[src/rtl/alu_arbiter_if.sv]
// Bundles the two request channels, the tagged response channel and the alu_top
// operand/result wires. The arbiter uses the slave modport; requesters and the ALU side use master.
interface alu_arbiter_if #(
    parameter int width = 6
);
    logic                 req0_valid;
    logic                 req0_ready;
    logic [width-1:0]     req0_a;
    logic [width-1:0]     req0_b;
    logic [1:0]           req0_func;

    logic                 req1_valid;
    logic                 req1_ready;
    logic [width-1:0]     req1_a;
    logic [width-1:0]     req1_b;
    logic [1:0]           req1_func;

    logic                 rsp_valid;
    logic                 rsp_ready;
    logic                 rsp_id;
    logic [2*width-1:0]   rsp_out;
    logic                 rsp_ovf;

    logic [width-1:0]     alu_a;
    logic [width-1:0]     alu_b;
    logic [1:0]           alu_func;
    logic [2*width-1:0]   alu_out;
    logic                 alu_ovf;

    modport slave (
        input  req0_valid, req0_a, req0_b, req0_func,
        output req0_ready,
        input  req1_valid, req1_a, req1_b, req1_func,
        output req1_ready,
        output rsp_valid, rsp_id, rsp_out, rsp_ovf,
        input  rsp_ready,
        output alu_a, alu_b, alu_func,
        input  alu_out, alu_ovf
    );

    modport master (
        output req0_valid, req0_a, req0_b, req0_func,
        input  req0_ready,
        output req1_valid, req1_a, req1_b, req1_func,
        input  req1_ready,
        input  rsp_valid, rsp_id, rsp_out, rsp_ovf,
        output rsp_ready,
        input  alu_a, alu_b, alu_func,
        output alu_out, alu_ovf
    );
endinterface

[src/rtl/alu_arbiter.sv]
// Round-robin sharing of one alu_top between two requesters: captures operands,
// waits the per-function settle time, then returns the result tagged with the requester id.
module alu_arbiter #(
    parameter int width   = 6,
    parameter int MUL_CYC = 2,
    parameter int DIV_CYC = 4
) (
    input  logic         clk,
    input  logic         rst,
    alu_arbiter_if.slave bus
);

    localparam int MAX_L = (MUL_CYC > DIV_CYC) ? MUL_CYC : DIV_CYC;
    localparam int CNT_W = (MAX_L > 1) ? $clog2(MAX_L) : 1;

    typedef enum logic [1:0] {
        IDLE = 2'd0,
        EXEC = 2'd1,
        RESP = 2'd2
    } state_t;

    state_t           state;
    state_t           state_nxt;
    logic [CNT_W-1:0] cnt;
    logic             last;
    logic             grant_vld;
    logic             grant_id;
    logic             accept;
    logic [width-1:0] sel_a;
    logic [width-1:0] sel_b;
    logic [1:0]       sel_func;

    // EXEC length minus one, loaded into cnt on accept
    function automatic logic [CNT_W-1:0] exec_len_m1(input logic [1:0] func);
        case (func)
            2'b10:   return CNT_W'(MUL_CYC - 1);
            2'b11:   return CNT_W'(DIV_CYC - 1);
            default: return '0;
        endcase
    endfunction

    always_comb begin
        grant_vld = bus.req0_valid | bus.req1_valid;
        if (bus.req0_valid && bus.req1_valid) begin
            grant_id = ~last;
        end else begin
            grant_id = bus.req1_valid;
        end
        sel_a    = grant_id ? bus.req1_a    : bus.req0_a;
        sel_b    = grant_id ? bus.req1_b    : bus.req0_b;
        sel_func = grant_id ? bus.req1_func : bus.req0_func;
        accept   = (state == IDLE) && grant_vld;
    end

    always_ff @(posedge clk) begin
        if (rst) begin
            state <= IDLE;
        end else begin
            state <= state_nxt;
        end
    end

    always_comb begin
        state_nxt = state;
        case (state)
            IDLE:    if (accept)        state_nxt = EXEC;
            EXEC:    if (cnt == '0)     state_nxt = RESP;
            RESP:    if (bus.rsp_ready) state_nxt = IDLE;
            default:                    state_nxt = IDLE;
        endcase
    end

    always_comb begin
        bus.req0_ready = accept && !grant_id;
        bus.req1_ready = accept &&  grant_id;
        bus.rsp_valid  = (state == RESP);
    end

    // Operand capture, settle countdown and result capture; last doubles as the in-flight id
    always_ff @(posedge clk) begin
        if (rst) begin
            cnt          <= '0;
            last         <= 1'b1;
            bus.alu_a    <= '0;
            bus.alu_b    <= '0;
            bus.alu_func <= '0;
            bus.rsp_out  <= '0;
            bus.rsp_ovf  <= 1'b0;
            bus.rsp_id   <= 1'b0;
        end else begin
            case (state)
                IDLE: begin
                    if (accept) begin
                        bus.alu_a    <= sel_a;
                        bus.alu_b    <= sel_b;
                        bus.alu_func <= sel_func;
                        last         <= grant_id;
                        cnt          <= exec_len_m1(sel_func);
                    end
                end
                EXEC: begin
                    if (cnt == '0) begin
                        bus.rsp_out <= bus.alu_out;
                        bus.rsp_ovf <= bus.alu_ovf |
                                       ((bus.alu_func == 2'b11) && (bus.alu_b == '0));
                        bus.rsp_id  <= last;
                    end else begin
                        cnt <= cnt - 1'b1;
                    end
                end
                default: ;
            endcase
        end
    end

endmodule

[src/flat_wrapper.sv]
// flat-port wrapper written by rule: the top's interface ports become plain ports
module alu_arbiter_flat 
#(
    parameter int width   = 6,
    parameter int MUL_CYC = 2,
    parameter int DIV_CYC = 4
)
  (clk, rst, bus_req0_valid, bus_req0_a, bus_req0_b, bus_req0_func, bus_req0_ready, bus_req1_valid, bus_req1_a, bus_req1_b, bus_req1_func, bus_req1_ready, bus_rsp_valid, bus_rsp_id, bus_rsp_out, bus_rsp_ovf, bus_rsp_ready, bus_alu_a, bus_alu_b, bus_alu_func, bus_alu_out, bus_alu_ovf);
  alu_arbiter_if #(.width(width)) bus_i ();
  input  logic clk;
  input  logic rst;
  input wire logic [$bits(bus_i.req0_valid)-1:0] bus_req0_valid;
  input wire logic [$bits(bus_i.req0_a)-1:0] bus_req0_a;
  input wire logic [$bits(bus_i.req0_b)-1:0] bus_req0_b;
  input wire logic [$bits(bus_i.req0_func)-1:0] bus_req0_func;
  output wire logic [$bits(bus_i.req0_ready)-1:0] bus_req0_ready;
  input wire logic [$bits(bus_i.req1_valid)-1:0] bus_req1_valid;
  input wire logic [$bits(bus_i.req1_a)-1:0] bus_req1_a;
  input wire logic [$bits(bus_i.req1_b)-1:0] bus_req1_b;
  input wire logic [$bits(bus_i.req1_func)-1:0] bus_req1_func;
  output wire logic [$bits(bus_i.req1_ready)-1:0] bus_req1_ready;
  output wire logic [$bits(bus_i.rsp_valid)-1:0] bus_rsp_valid;
  output wire logic [$bits(bus_i.rsp_id)-1:0] bus_rsp_id;
  output wire logic [$bits(bus_i.rsp_out)-1:0] bus_rsp_out;
  output wire logic [$bits(bus_i.rsp_ovf)-1:0] bus_rsp_ovf;
  input wire logic [$bits(bus_i.rsp_ready)-1:0] bus_rsp_ready;
  output wire logic [$bits(bus_i.alu_a)-1:0] bus_alu_a;
  output wire logic [$bits(bus_i.alu_b)-1:0] bus_alu_b;
  output wire logic [$bits(bus_i.alu_func)-1:0] bus_alu_func;
  input wire logic [$bits(bus_i.alu_out)-1:0] bus_alu_out;
  input wire logic [$bits(bus_i.alu_ovf)-1:0] bus_alu_ovf;
  assign bus_i.req0_valid = bus_req0_valid;
  assign bus_i.req0_a = bus_req0_a;
  assign bus_i.req0_b = bus_req0_b;
  assign bus_i.req0_func = bus_req0_func;
  assign bus_req0_ready = bus_i.req0_ready;
  assign bus_i.req1_valid = bus_req1_valid;
  assign bus_i.req1_a = bus_req1_a;
  assign bus_i.req1_b = bus_req1_b;
  assign bus_i.req1_func = bus_req1_func;
  assign bus_req1_ready = bus_i.req1_ready;
  assign bus_rsp_valid = bus_i.rsp_valid;
  assign bus_rsp_id = bus_i.rsp_id;
  assign bus_rsp_out = bus_i.rsp_out;
  assign bus_rsp_ovf = bus_i.rsp_ovf;
  assign bus_i.rsp_ready = bus_rsp_ready;
  assign bus_alu_a = bus_i.alu_a;
  assign bus_alu_b = bus_i.alu_b;
  assign bus_alu_func = bus_i.alu_func;
  assign bus_i.alu_out = bus_alu_out;
  assign bus_i.alu_ovf = bus_alu_ovf;
  alu_arbiter #(.width(width), .MUL_CYC(MUL_CYC), .DIV_CYC(DIV_CYC)) u_core (.clk(clk), .rst(rst), .bus(bus_i));
endmodule
[config.mk]
export PLATFORM = sky130hd
export DESIGN_NAME = alu_arbiter_flat
export DESIGN_NICKNAME = d
export VERILOG_FILES = /design/src/rtl/alu_arbiter_if.sv /design/src/rtl/alu_arbiter.sv /design/src/flat_wrapper.sv
export SDC_FILE = /design/constraint.sdc
export NUM_CORES = 1
export LEC_CHECK = 0
export ABC_AREA = 1
export CAP_MARGIN = 20
export CORE_MARGIN = 8
export CORE_UTILIZATION = 41
export CTS_BUF_LIST = sky130_fd_sc_hd__clkbuf_2 sky130_fd_sc_hd__clkbuf_4 sky130_fd_sc_hd__clkbuf_8
export DETAILED_ROUTE_END_ITERATION = 10
export PLACE_DENSITY_LB_ADDON = 0.12
export SLEW_MARGIN = 20
export SYNTH_ARGS = -nofsm -noshare
export SYNTH_HDL_FRONTEND = slang
export SYNTH_SLANG_ARGS = --single-unit
export TNS_END_PERCENT = 50
[constraint.sdc]
create_clock -name clk -period 1.33 [get_ports clk]
set_input_delay 0.133 -clock clk [delete_from_list [all_inputs] [get_ports clk]]
set_output_delay 0.133 -clock clk [all_outputs]
set_load 0.05 [all_outputs]
# Yosys cells after proc, flatten, opt, wreduce, memory -nomap -nowiden

Index checks and enable logic that the tools add are counted.

Flip-flop bits (word level): 33
Word-level logic and storage cells: 48
Bits in latches: 0
ROM bits: 0
Input port bits: 46
Memories kept: 0
Memory bits (writable): 0

Mux-type cells: 12
Divide/modulo/power cells: 0
Order comparisons: 0
Bitwise gates (word level): 3
Reductions and logical operators: 14
Shift-type cells: 0
Equality and inequality tests: 9
Multiply operators: 0
Add/subtract/negate cells: 1

Operator list:

| operator                                                            | number |
|---|---|
| 2-bit two-way mux                                                   | 6 |
| 6-bit two-way mux                                                   | 2 |
| 2-bit == test (second input constant)                               | 4 |
| 2-bit case mux with 2 select lines                                  | 2 |
| 6-bit logical NOT                                                   | 1 |
| 2-bit by 1-bit != test with 1-bit output (second input constant)    | 3 |
| 2-bit case mux with 3 select lines                                  | 1 |
| 3-bit AND reduction                                                 | 2 |
| 1-bit logical AND                                                   | 5 |
| 2-bit logical NOT                                                   | 2 |
| 2-bit AND reduction                                                 | 2 |
| 2-bit by 1-bit == test with 1-bit output (second input constant)    | 1 |
| 2-bit != test (second input constant)                               | 1 |
| 1-bit OR                                                            | 2 |
| 2-bit nonzero test                                                  | 1 |
| 2-bit by 1-bit subtractor with 2-bit output (second input constant) | 1 |
| 1-bit logical NOT                                                   | 1 |
| 1-bit two-way mux                                                   | 1 |
| 1-bit NOT                                                           | 1 |

# Longest topological paths before layout

Gate-level depths: netlist (run 1).

Word-level depth: 7
Mapped depth: 8
Depth with buffers taken out: 7

# Least setup slack after synthesis (run 1)

No wires, ideal clock.

Path type: reg-to-output
Start point: register u_core.state[0]
End point: output port bus_req0_ready
Path slack: -166 ps
Required time: 1197 ps
Cell stages (with the launch flop): 5
Data arrival time: 1363 ps
Cell sequence: dfxtp_1 -> nor2_2 -> o21ai_2 -> buf_4 -> nor2_1

Cells in the longest elaborated chain, start to end: 3

RTL lines:

| element                | line               | source |
|---|---|---|
| start, declared        | alu_arbiter.sv:22  | `state_t state;` |
| start signal, assigned | alu_arbiter.sv:59  | `state <= state_nxt;` |
| 2-bit logical NOT      | alu_arbiter.sv:52  | `accept = (state == IDLE) && grant_vld;` |
| 1-bit logical AND      | alu_arbiter.sv:52  |  |
| 1-bit logical AND      | alu_arbiter.sv:74  | `bus.req0_ready = accept && !grant_id;` |
| end, declared          | flat_wrapper.sv:16 | `output wire logic [$bits(bus_i.req0_ready)-1:0] bus_req0_ready;` |

Every way passes these cells.

# Worst setup path after layout (run 1)

Start point: register u_core.state[1]
End point: register u_core.cnt[0]

Cells in the longest elaborated chain, start to end: 4
Elaborated cells on any way between the ends: 8

RTL lines:

| element                                            | line                                 | source |
|---|---|---|
| 2-bit logical NOT                                  | alu_arbiter.sv:52, alu_arbiter.sv:91 |  |
| 1-bit logical AND                                  | alu_arbiter.sv:52                    |  |
| 2-bit by 1-bit != test with 1-bit output (no line) | --                                   |  |
| 3-bit AND reduction (no line)                      | --                                   |  |
| end signal, assigned                               | alu_arbiter.sv:98                    | `cnt <= exec_len_m1(sel_func);` |
| end signal, assigned                               | alu_arbiter.sv:108                   | `cnt <= cnt - 1'b1;` |
| end, declared                                      | alu_arbiter.sv:24                    | `logic [CNT_W-1:0] cnt;` |

Parallel ways exist; a longest one is shown, timed or not.
A chain may end at the register's enable or synchronous reset.

==> flow_summary.toml, run 1 <==
[worst_setup_path]
worstSetupPathType = "register to register"
worstSetupStartpointType = "register"
path_cells = "nor2_4, o21ai_4, buf_4, buf_4, a21oi_1, a21oi_1"
endpoint_kind = "register"
crit_fanout = 6
reg2reg_depth = 6
slowest_delay_ns = 0.34
arrival_ns = 1.47
cp.required_ns = 1.49
cp_slowest_cell = "dfxtp_2"

[global_routing]
grt_pass1_vias = 1723
grt.overflow.total = 0
grt_use_total_pct = 15.72
antenna_found_initial = 0
grt_pass1_wl_mm = 7.831
grt_max_degree = 20

[detailed_routing]
vias_per_cell = 4.722
drt-initial-drc-count = 126
drc_errors = 0
routed_wirelength_mm = 4.775
drtAntennaViolNets = 0
num_vias = 1662
wl_per_cell_um = 13.57
first_pass_iters = 4

[yosys]
async_flop_share_pct = 0
synth_cell_type_count = 22
yosysTopAreaCell = "dfxtp_1"
yosysMostFrequentCell = "nand2_1"
synth_top_area_share_pct = 42.75
yosys-top-cells-count = "68 x nand2_1, 34 x nor2_1, 33 x dfxtp_1"
ys_ff_latch = 33
yosys_warnings = 0
yosysSeqAreaShare_pct = 42.75
synthCells = 214
syn_nets = 261
synth_edf_count = 0
avgSynthCellArea_um2 = 7.221
synthesis.area_um2 = 1545
synth_area_leaders = "dfxtp_1 43%, nand2_1 17%, nor2_1 8.3%"
synth_top_flop_cell = "dfxtp_1"

[sta]
period_minus_slack_ns = 1.310
slew_viol_final = 0
maxSlewHeadroom_pct = 81.24
skew_ns = 0.004356
fmax_mhz = 763.2
hold_viol = 0
worst_slack_ns = 0.01974
rsz0062_at_grt = "true"
whs_ns = 0.4215
worst-slew-pin-transition_ns = 0.2809
finalCritPeriodShare_pct = 98.52
finalSetupViolations = 0

[floorplan]
start_util_pct = 42.53
die_h_um = 77.39
row_count = 22
dieWidth_um = 77.39
io-pin-count = 77
die_area_um2 = 5989
core_area_um2 = 3633

[final_layout]
antenna_cells = 0
final_util_pct = 78.93
layout-drive-gt1-share_pct = 28.95
nets = 350
syn_to_final_growth_pct = 85.59
stdcell_count = 352

[pwr]
sw_frac_of_total_pct = 39.31
clkPwrFrac_pct = 17.8
p_leak_nw = 1.262
p_int_mw = 2.510
p_per_area_nw_per_um2 = 1442
pwr-share-comb_pct = 50.0
peakVddDrop_mv = 1.104
seqPwrFrac_pct = 32.2
power.switching_mw = 1.626

[clock_network]
clock_sink_count = 33
cts_buffers = 5
clockBufferDepth = 2
ctsRootBufferMaster = "clkbuf_8"
htreeDepth = 2
clkLatencyLatePin_ns = 0.28
clk_pin_slew_ns = 0.07
cts_tree = "built"

[placement]
port-buffer-count = 76
place_inst = 338
dp_hpwl_mm = 3.549
pre_cts_ws_ns = -0.1416
place.gp.congestion = 0.7924

[job]
max_cap_violations = 0

[worst_hold_path]
holdPathStages = 4
hold_class = "primary input to register"

[outcome]
status = "complete, no violations"
## timing repair
| item | in CTS | in global routing |
|---|---|---|
| setup buffers | 3 | 4 |
| gates resized for setup | 15 | 10 |
| hold buffers | 0 | 0 |
| setup endpoints to repair | 3 | 33 |
| pin swaps | 3 | 2 |
## cell families (layout without fill, tap and decap cells)
| group | count (synthesis) | after routing | synth area share, % |
|---|---|---|---|
| flops | 33 | 33 | 42.75 |
| fa+ha+maj | 1 | 1 | 0.8096 |
| buf+inv | 20 | 110 | 8.664 |
| simple gates | 125 | 125 | 34.98 |
| compound gates | 35 | 35 | 12.79 |
## cell type report
type | instances | area (um2)
inverter | 11 | 52.55
timing repair buffer | 91 | 1217
sequential | 33 | 666.9
tap | 48 | 60.06
clock inverter | 2 | 10.01
fill | 249 | 765.7
multi-input combinational | 161 | 784.5
clock buffer | 6 | 76.32
## critical path, delay by kind of cell (launching register included)
kind                   cells  cell delay [ns]
AOI/OAI and AO/OA          3             0.37
buffers and inverters      2             0.32
DFF                        1             0.34
and+or+nand+nor            1             0.16
## metrics by stage
stage / total power, mW / setup TNS (ns) / cell area (um2)
global placement: 3.275 / -1.115 / 2684
CTS: 4.082 / 0 / 2811
global route: 4.333 / -0.06103 / 2868
finish: 4.136 / 0 / 2868
floorplan: 2.355 / -0.1372 / 1548
detailed placement: 3.295 / -1.577 / 2684
## sequential cells by signal, indices dropped and copies added, names as in the netlist
name	flops
u_core.bus.alu_a	6
u_core.bus.rsp_id	1
u_core.last	1
u_core.bus.alu_func	2
u_core.state	2
u_core.bus.rsp_out	12
u_core.cnt	2
u_core.bus.alu_b	6
u_core.bus.rsp_ovf	1
## power groups by stage
stage / sequential [mW] / combinational [mW] / clock, mW
after floorplan: 1.73 / 0.624 / 0
after global placement: 1.34 / 1.93 / 0
after detailed placement: 1.35 / 1.95 / 0
after CTS: 1.33 / 2.00 / 0.755
after global routing: 1.35 / 2.19 / 0.793
final: 1.33 / 2.07 / 0.736
## worst paths after layout
path	slack [ns]	to	start
worst max-delay path	0.02	u_core.cnt[0]$_SDFFE_PP0P_	u_core.state[1]$_SDFFE_PP0P_
worst min-delay path	0.42	u_core.bus.alu_b[3]$_SDFFE_PP0P_	bus_req0_valid
worst max register to register	0.02	u_core.cnt[0]$_SDFFE_PP0P_	u_core.state[1]$_SDFFE_PP0P_
worst min register to register	0.49	u_core.last$_SDFFE_PP1P_	u_core.last$_SDFFE_PP1P_
## layer usage
| layer | wire [um] | GRT usage [%] | vias up |
|---|---|---|---|
| met5 | 0 | 0 | - |
| met4 | 51 | 3.396 | 0 |
| met3 | 362 | 7.028 | 6 |
| met2 | 2432 | 27.21 | 52 |
| met1 | 1929 | 17.30 | 752 |
| li1 | - | - | 852 |
## cell usage in the layout (no fill, tap or decap), drive strengths merged
master / count
a21oi: 18
nor3: 1
nand2: 75
clkinv: 3
clkdlybuf4s50: 43
ha: 1
nand3: 7
dlygate4sd2: 2
buf: 46
nor2: 42
dfxtp: 33
o21ai: 17
clkbuf: 6
inv: 10
No activity file was read; power rests on OpenSTA's default activity.
==> inputs of run 2 (changes only) <==
--- a/config.mk
+++ b/config.mk
@@ -7,6 +7,7 @@
 export LEC_CHECK = 0
 export ABC_AREA = 1
 export CAP_MARGIN = 20
+export CORE_ASPECT_RATIO = 0.9
 export CORE_MARGIN = 8
 export CORE_UTILIZATION = 41
 export CTS_BUF_LIST = sky130_fd_sc_hd__clkbuf_2 sky130_fd_sc_hd__clkbuf_4 sky130_fd_sc_hd__clkbuf_8
==> run 2 against run 1 <==
Worst hold slack better by 0.015 ns. Final cell count is 0.85% lower. First-iteration DRC count is 21% lower. Sequential cell count stayed put. Maximum frequency is 1.3% higher. Clock-buffer cell count stayed put. Die area hardly changed. Critical endpoint is now bus_req0_ready. Largest power group unchanged.
==> flow_summary.toml, run 2 (synthesis results as in run 1) <==
[pwr]
pwr-share-comb_pct = 49.2
sw_frac_of_total_pct = 39.64
p_leak_nw = 1.254
p_int_mw = 2.489
power.switching_mw = 1.634
seqPwrFrac_pct = 32.6
clkPwrFrac_pct = 18.1
p_per_area_nw_per_um2 = 1446
peakVddDrop_mv = 0.8655
power_mw = 4.123

[global_routing]
grt.overflow.total = 0
grt_pass1_vias = 1757
grt_max_degree = 20
antenna_found_initial = 0
grt_pass1_wl_mm = 7.886
grt_use_total_pct = 16.72

[clock_network]
cts_buffers = 5
ctsRootBufferMaster = "clkbuf_8"
htreeDepth = 2
clkLatencyLatePin_ns = 0.28
cts_tree = "built"
clockBufferDepth = 2
clock_sink_count = 33
clk_pin_slew_ns = 0.07
cts_hold_buf = 0

[floorplan]
io-pin-count = 77
start_util_pct = 42.01
row_count = 21
core_area_um2 = 3679
die_area_um2 = 5992
dieWidth_um = 80.71
die_h_um = 74.24

[detailed_routing]
first_pass_iters = 4
vias_per_cell = 4.880
routed_wirelength_mm = 4.885
drtAntennaViolNets = 0
wl_per_cell_um = 14.00
drt-initial-drc-count = 100
num_vias = 1703
drc_errors = 0

[worst_setup_path]
cp.required_ns = 1.20
critPathLaunch = "u_core.state[0]$_SDFFE_PP0P_"
worstSetupPathType = "register to output port"
worstSetupStartpointType = "register"
reg2reg_depth = 7
endpoint_kind = "output port"
crit-reg2reg-launch = "u_core.cnt[0]$_SDFFE_PP0P_"
crit_fanout = 6
arrival_ns = 1.16

[sta]
rsz0062_at_grt = "true"
worst-slew-pin-transition_ns = 0.2807
hold_viol = 0
finalCritPeriodShare_pct = 97.30
slew_viol_final = 0
period_minus_slack_ns = 1.294
finalSetupViolations = 0
fmax_mhz = 772.8
maxSlewHeadroom_pct = 81.26
skew_ns = 0.004227

[job]
max_cap_violations = 0

[final_layout]
final_common_cell = "nand2_1"
antenna_cells = 0
final_util_pct = 77.48
largest_registers = "u_core.bus.rsp_out x12, u_core.bus.alu_a x6, u_core.bus.alu_b x6"
largest_register_ffs = 12
layout_common_cells = "67 x nand2_1, 43 x clkdlybuf4s50_1, 33 x buf_12"
layout-drive-gt1-share_pct = 28.71
final_area_um2 = 2850
nets = 349
top_register = "u_core.bus.rsp_out"
fill_cells = 269
syn_to_final_growth_pct = 84.45

[worst_hold_path]
hp-start = "bus_alu_out[2]"
holdPathStages = 3
hold_class = "primary input to register"

[placement]
port-buffer-count = 76
place.gp.congestion = 0.8053
dp_hpwl_mm = 3.834
post_dp_cell_area_um2 = 2689

[outcome]
status = "complete, no violations"
## run 2: cell types whose count changed in the layout (fill, tap and decap cells not counted), sizes merged
cell	previous run	this run
buf	46	45
clkinv	3	2
inv	10	11
## run 2: per-layer routing
layer  up-vias  share of wire (%)  track usage (%)
met5         -                  0                0
met4         0                1.6            6.931
met3         8                6.0            5.435
met2        53                 53            28.56
met1       791                 39            18.72
li1        851                  -                -
## run 2: path summary, 6_finish.rpt
kind / end / slack (ns)
max: bus_req0_ready / 0.04
min: u_core.bus.rsp_out[2]$_SDFFE_PP0P_ / 0.44
max reg2reg: u_core.bus.rsp_ovf$_SDFFE_PP0P_ / 0.06
min reg2reg: u_core.bus.alu_a[3]$_SDFFE_PP0P_ / 0.52
## run 2: critical path, cell delays in order, from the launching register on
cell and delay (ns):
dfxtp_4 0.37, nor2_4 0.13, o21ai_4 0.10, nor2_2 0.11
buf_6 0.17
## run 2: final cells by class
cell class	count	area, um2	area share [%]
repair buffers	90	1202	42.19
multi-input cells	161	780.7	27.39
inverters	11	53.80	1.888
flip-flops and latches	33	669.4	23.49
clock inverters	2	10.01	0.3512
well taps	46	57.56	2.019
clock buffers	6	76.32	2.678
## run 2: power groups by stage
stage | clock network [mW] | logic (mW) | registers, mW
2_1_floorplan | 0 | 0.624 | 1.73
3_3_place_gp | 0 | 1.94 | 1.34
3_5_place_dp | 0 | 1.97 | 1.35
4_1_cts | 0.765 | 2.00 | 1.34
5_1_grt | 0.797 | 2.15 | 1.37
6_report | 0.748 | 2.03 | 1.35
## run 2: per-stage QoR
step                setup TNS [ns]  cells  setup WS (ns)  hold WS (ns)
floorplan                  -0.1372    214        -0.1372        0.1954
global placement           -0.9885    337       -0.09629        0.4946
detailed placement          -1.426    337        -0.1227        0.4986
CTS                              0    345      0.0006088        0.3958
global route              -0.05565    349       -0.02426        0.4586
finish                           0    349        0.03594        0.4368
## run 2: what timing repair did
action                                  CTS  global route
endpoints found under the hold margin     0             0
gates resized for setup                  10            12
setup buffers                             0             4
endpoints found under the setup margin    3            16
pin swaps                                 2             2
==> inputs of run 3 (changes only) <==
--- a/config.mk
+++ b/config.mk
@@ -8,11 +8,12 @@
 export ABC_AREA = 1
 export CAP_MARGIN = 20
 export CORE_ASPECT_RATIO = 0.9
-export CORE_MARGIN = 8
+export CORE_MARGIN = 2
 export CORE_UTILIZATION = 41
 export CTS_BUF_LIST = sky130_fd_sc_hd__clkbuf_2 sky130_fd_sc_hd__clkbuf_4 sky130_fd_sc_hd__clkbuf_8
 export DETAILED_ROUTE_END_ITERATION = 10
 export PLACE_DENSITY_LB_ADDON = 0.12
+export SKIP_CTS_REPAIR_TIMING = 1
 export SLEW_MARGIN = 20
 export SYNTH_ARGS = -nofsm -noshare
 export SYNTH_HDL_FRONTEND = slang
==> run 3 against run 2 <==
The run now ends with negative setup slack left. Combinational power hardly changed. Register-to-register slack better by 0.02 ns. Clock power is 3.7% higher. Die area is 29% lower. Critical path type unchanged. Largest cell class unchanged.
==> flow_summary.toml, run 3 (synthesis results as in run 1) <==
[floorplan]
start_util_pct = 42.01
die_area_um2 = 4277
dieWidth_um = 68.71
row_count = 21
core_area_um2 = 3679
io-pin-count = 77
die_h_um = 62.24

[sta]
slew_viol_final = 0
period_minus_slack_ns = 1.348
worst_slack_ns = -0.01816
rsz0062_at_grt = "true"
worst-slew-pin-transition_ns = 0.2642
fmax_mhz = 741.8
hold_viol = 0
finalCritPeriodShare_pct = 101.4
finalSetupViolations = 2
maxSlewHeadroom_pct = 82.36
skew_ns = 0.005794

[outcome]
violations = "negative setup slack"
status = "finished, violations left"

[detailed_routing]
drt-initial-drc-count = 88
wl_met2_mm = 2.213
wl_met1_mm = 1.781
first_pass_iters = 4
routed_wirelength_mm = 4.334
dr.max_layer_used = "met4"
vias_per_cell = 4.764
wl_per_cell_um = 12.31
drc_errors = 0
met3WireLength_um = 260
drtAntennaViolNets = 0
num_vias = 1677

[clock_network]
clkLatencyLatePin_ns = 0.28
clockBufferDepth = 2
clock_sink_count = 33
ctsRootBufferMaster = "clkbuf_8"
htreeDepth = 2
cts_tree = "built"
clk_pin_slew_ns = 0.07
cts_buffers = 5

[pwr]
power_mw = 4.159
peakVddDrop_mv = 0.9540
p_per_area_nw_per_um2 = 1444
p_leak_nw = 1.282

[final_layout]
multi_input_area_um2 = 778.2
nets = 352
antenna_cells = 0
syn_to_final_growth_pct = 86.40
final_area_um2 = 2880
register_area_um2 = 665.6
largest_register_ffs = 12
fill_cells = 274
layout-drive-gt1-share_pct = 28.76
top_register = "u_core.bus.rsp_out"
final_common_cell = "nand2_1"
largest_registers = "u_core.bus.rsp_out x12, u_core.bus.alu_a x6, u_core.bus.alu_b x6"
layout_common_cells = "68 x nand2_1, 43 x clkdlybuf4s50_1, 33 x buf_12"
final_util_pct = 78.30

[worst_setup_path]
cp.required_ns = 1.20
crit_fanout = 2
worstSetupPathType = "register to output port"
worstSetupStartpointType = "register"
endpoint_kind = "output port"
arrival_ns = 1.22

[placement]
post_dp_cell_area_um2 = 2696
dp_hpwl_mm = 3.290
port-buffer-count = 76
place.gp.congestion = 0.7874

[worst_hold_path]
hold_class = "primary input to register"

[job]
max_cap_violations = 0

[global_routing]
antenna_found_initial = 0
grt_use_total_pct = 21.56
grt_pass1_vias = 1611
grt.overflow.total = 0
grt_max_degree = 20
grt_pass1_wl_mm = 7.044
-- run 3: through the flow --
stage          cells  setup TNS [ns]  hold slack, ns  setup slack, ns
4_1_cts          346         -0.2460          0.4349          -0.1939
3_3_place_gp     338         -0.3209          0.4885         -0.08097
6_report         352        -0.02138          0.4353         -0.01816
2_1_floorplan    214         -0.1372          0.1954          -0.1372
3_5_place_dp     338         -0.9764          0.4939          -0.1139
5_1_grt          352        -0.09120          0.4508         -0.05348
-- run 3: final timing paths --
path	startpoint	depth (start not counted)	slack [ns]	to
worst max-delay path	u_core.state[0]$_SDFFE_PP0P_	5	-0.02	bus_req0_ready
worst min-delay path	bus_alu_out[2]	3	0.44	u_core.bus.rsp_out[2]$_SDFFE_PP0P_
worst max register to register	u_core.state[0]$_SDFFE_PP0P_	6	0.08	u_core.cnt[1]$_SDFFE_PP0P_
worst min register to register	u_core.bus.alu_a[1]$_SDFFE_PP0P_	2	0.50	u_core.bus.alu_a[1]$_SDFFE_PP0P_
-- run 3: power breakdown --
group          total (mW)  internal (mW)  switching, mW
Combinational        2.05          0.970           1.08
Clock               0.776          0.433          0.343
Sequential           1.33           1.16          0.170
Total                4.16           2.56           1.60
-- run 3: area by class of cell --
class / count / area share [%]
Timing Repair Buffer: 93 / 42.92
Multi-Input combinational cell: 161 / 27.02
Sequential cell: 33 / 23.11
Clock buffer: 8 / 3.171
Tap cell: 46 / 1.998
Inverter: 11 / 1.781
-- run 3: layer usage --
layer / up-vias / global-route usage [%]
li1: 852 / -
met1: 766 / 27.78
met2: 50 / 33.89
met3: 9 / 6.884
met4: 0 / 6.618
met5: - / 0
-- run 3: worst max-delay path, cell delays in order, from the launching register on --
cell     delay (ns)
dfxtp_4        0.35
nor2_4         0.15
o21ai_4        0.08
buf_6          0.13
nor2_4         0.07
buf_6          0.16
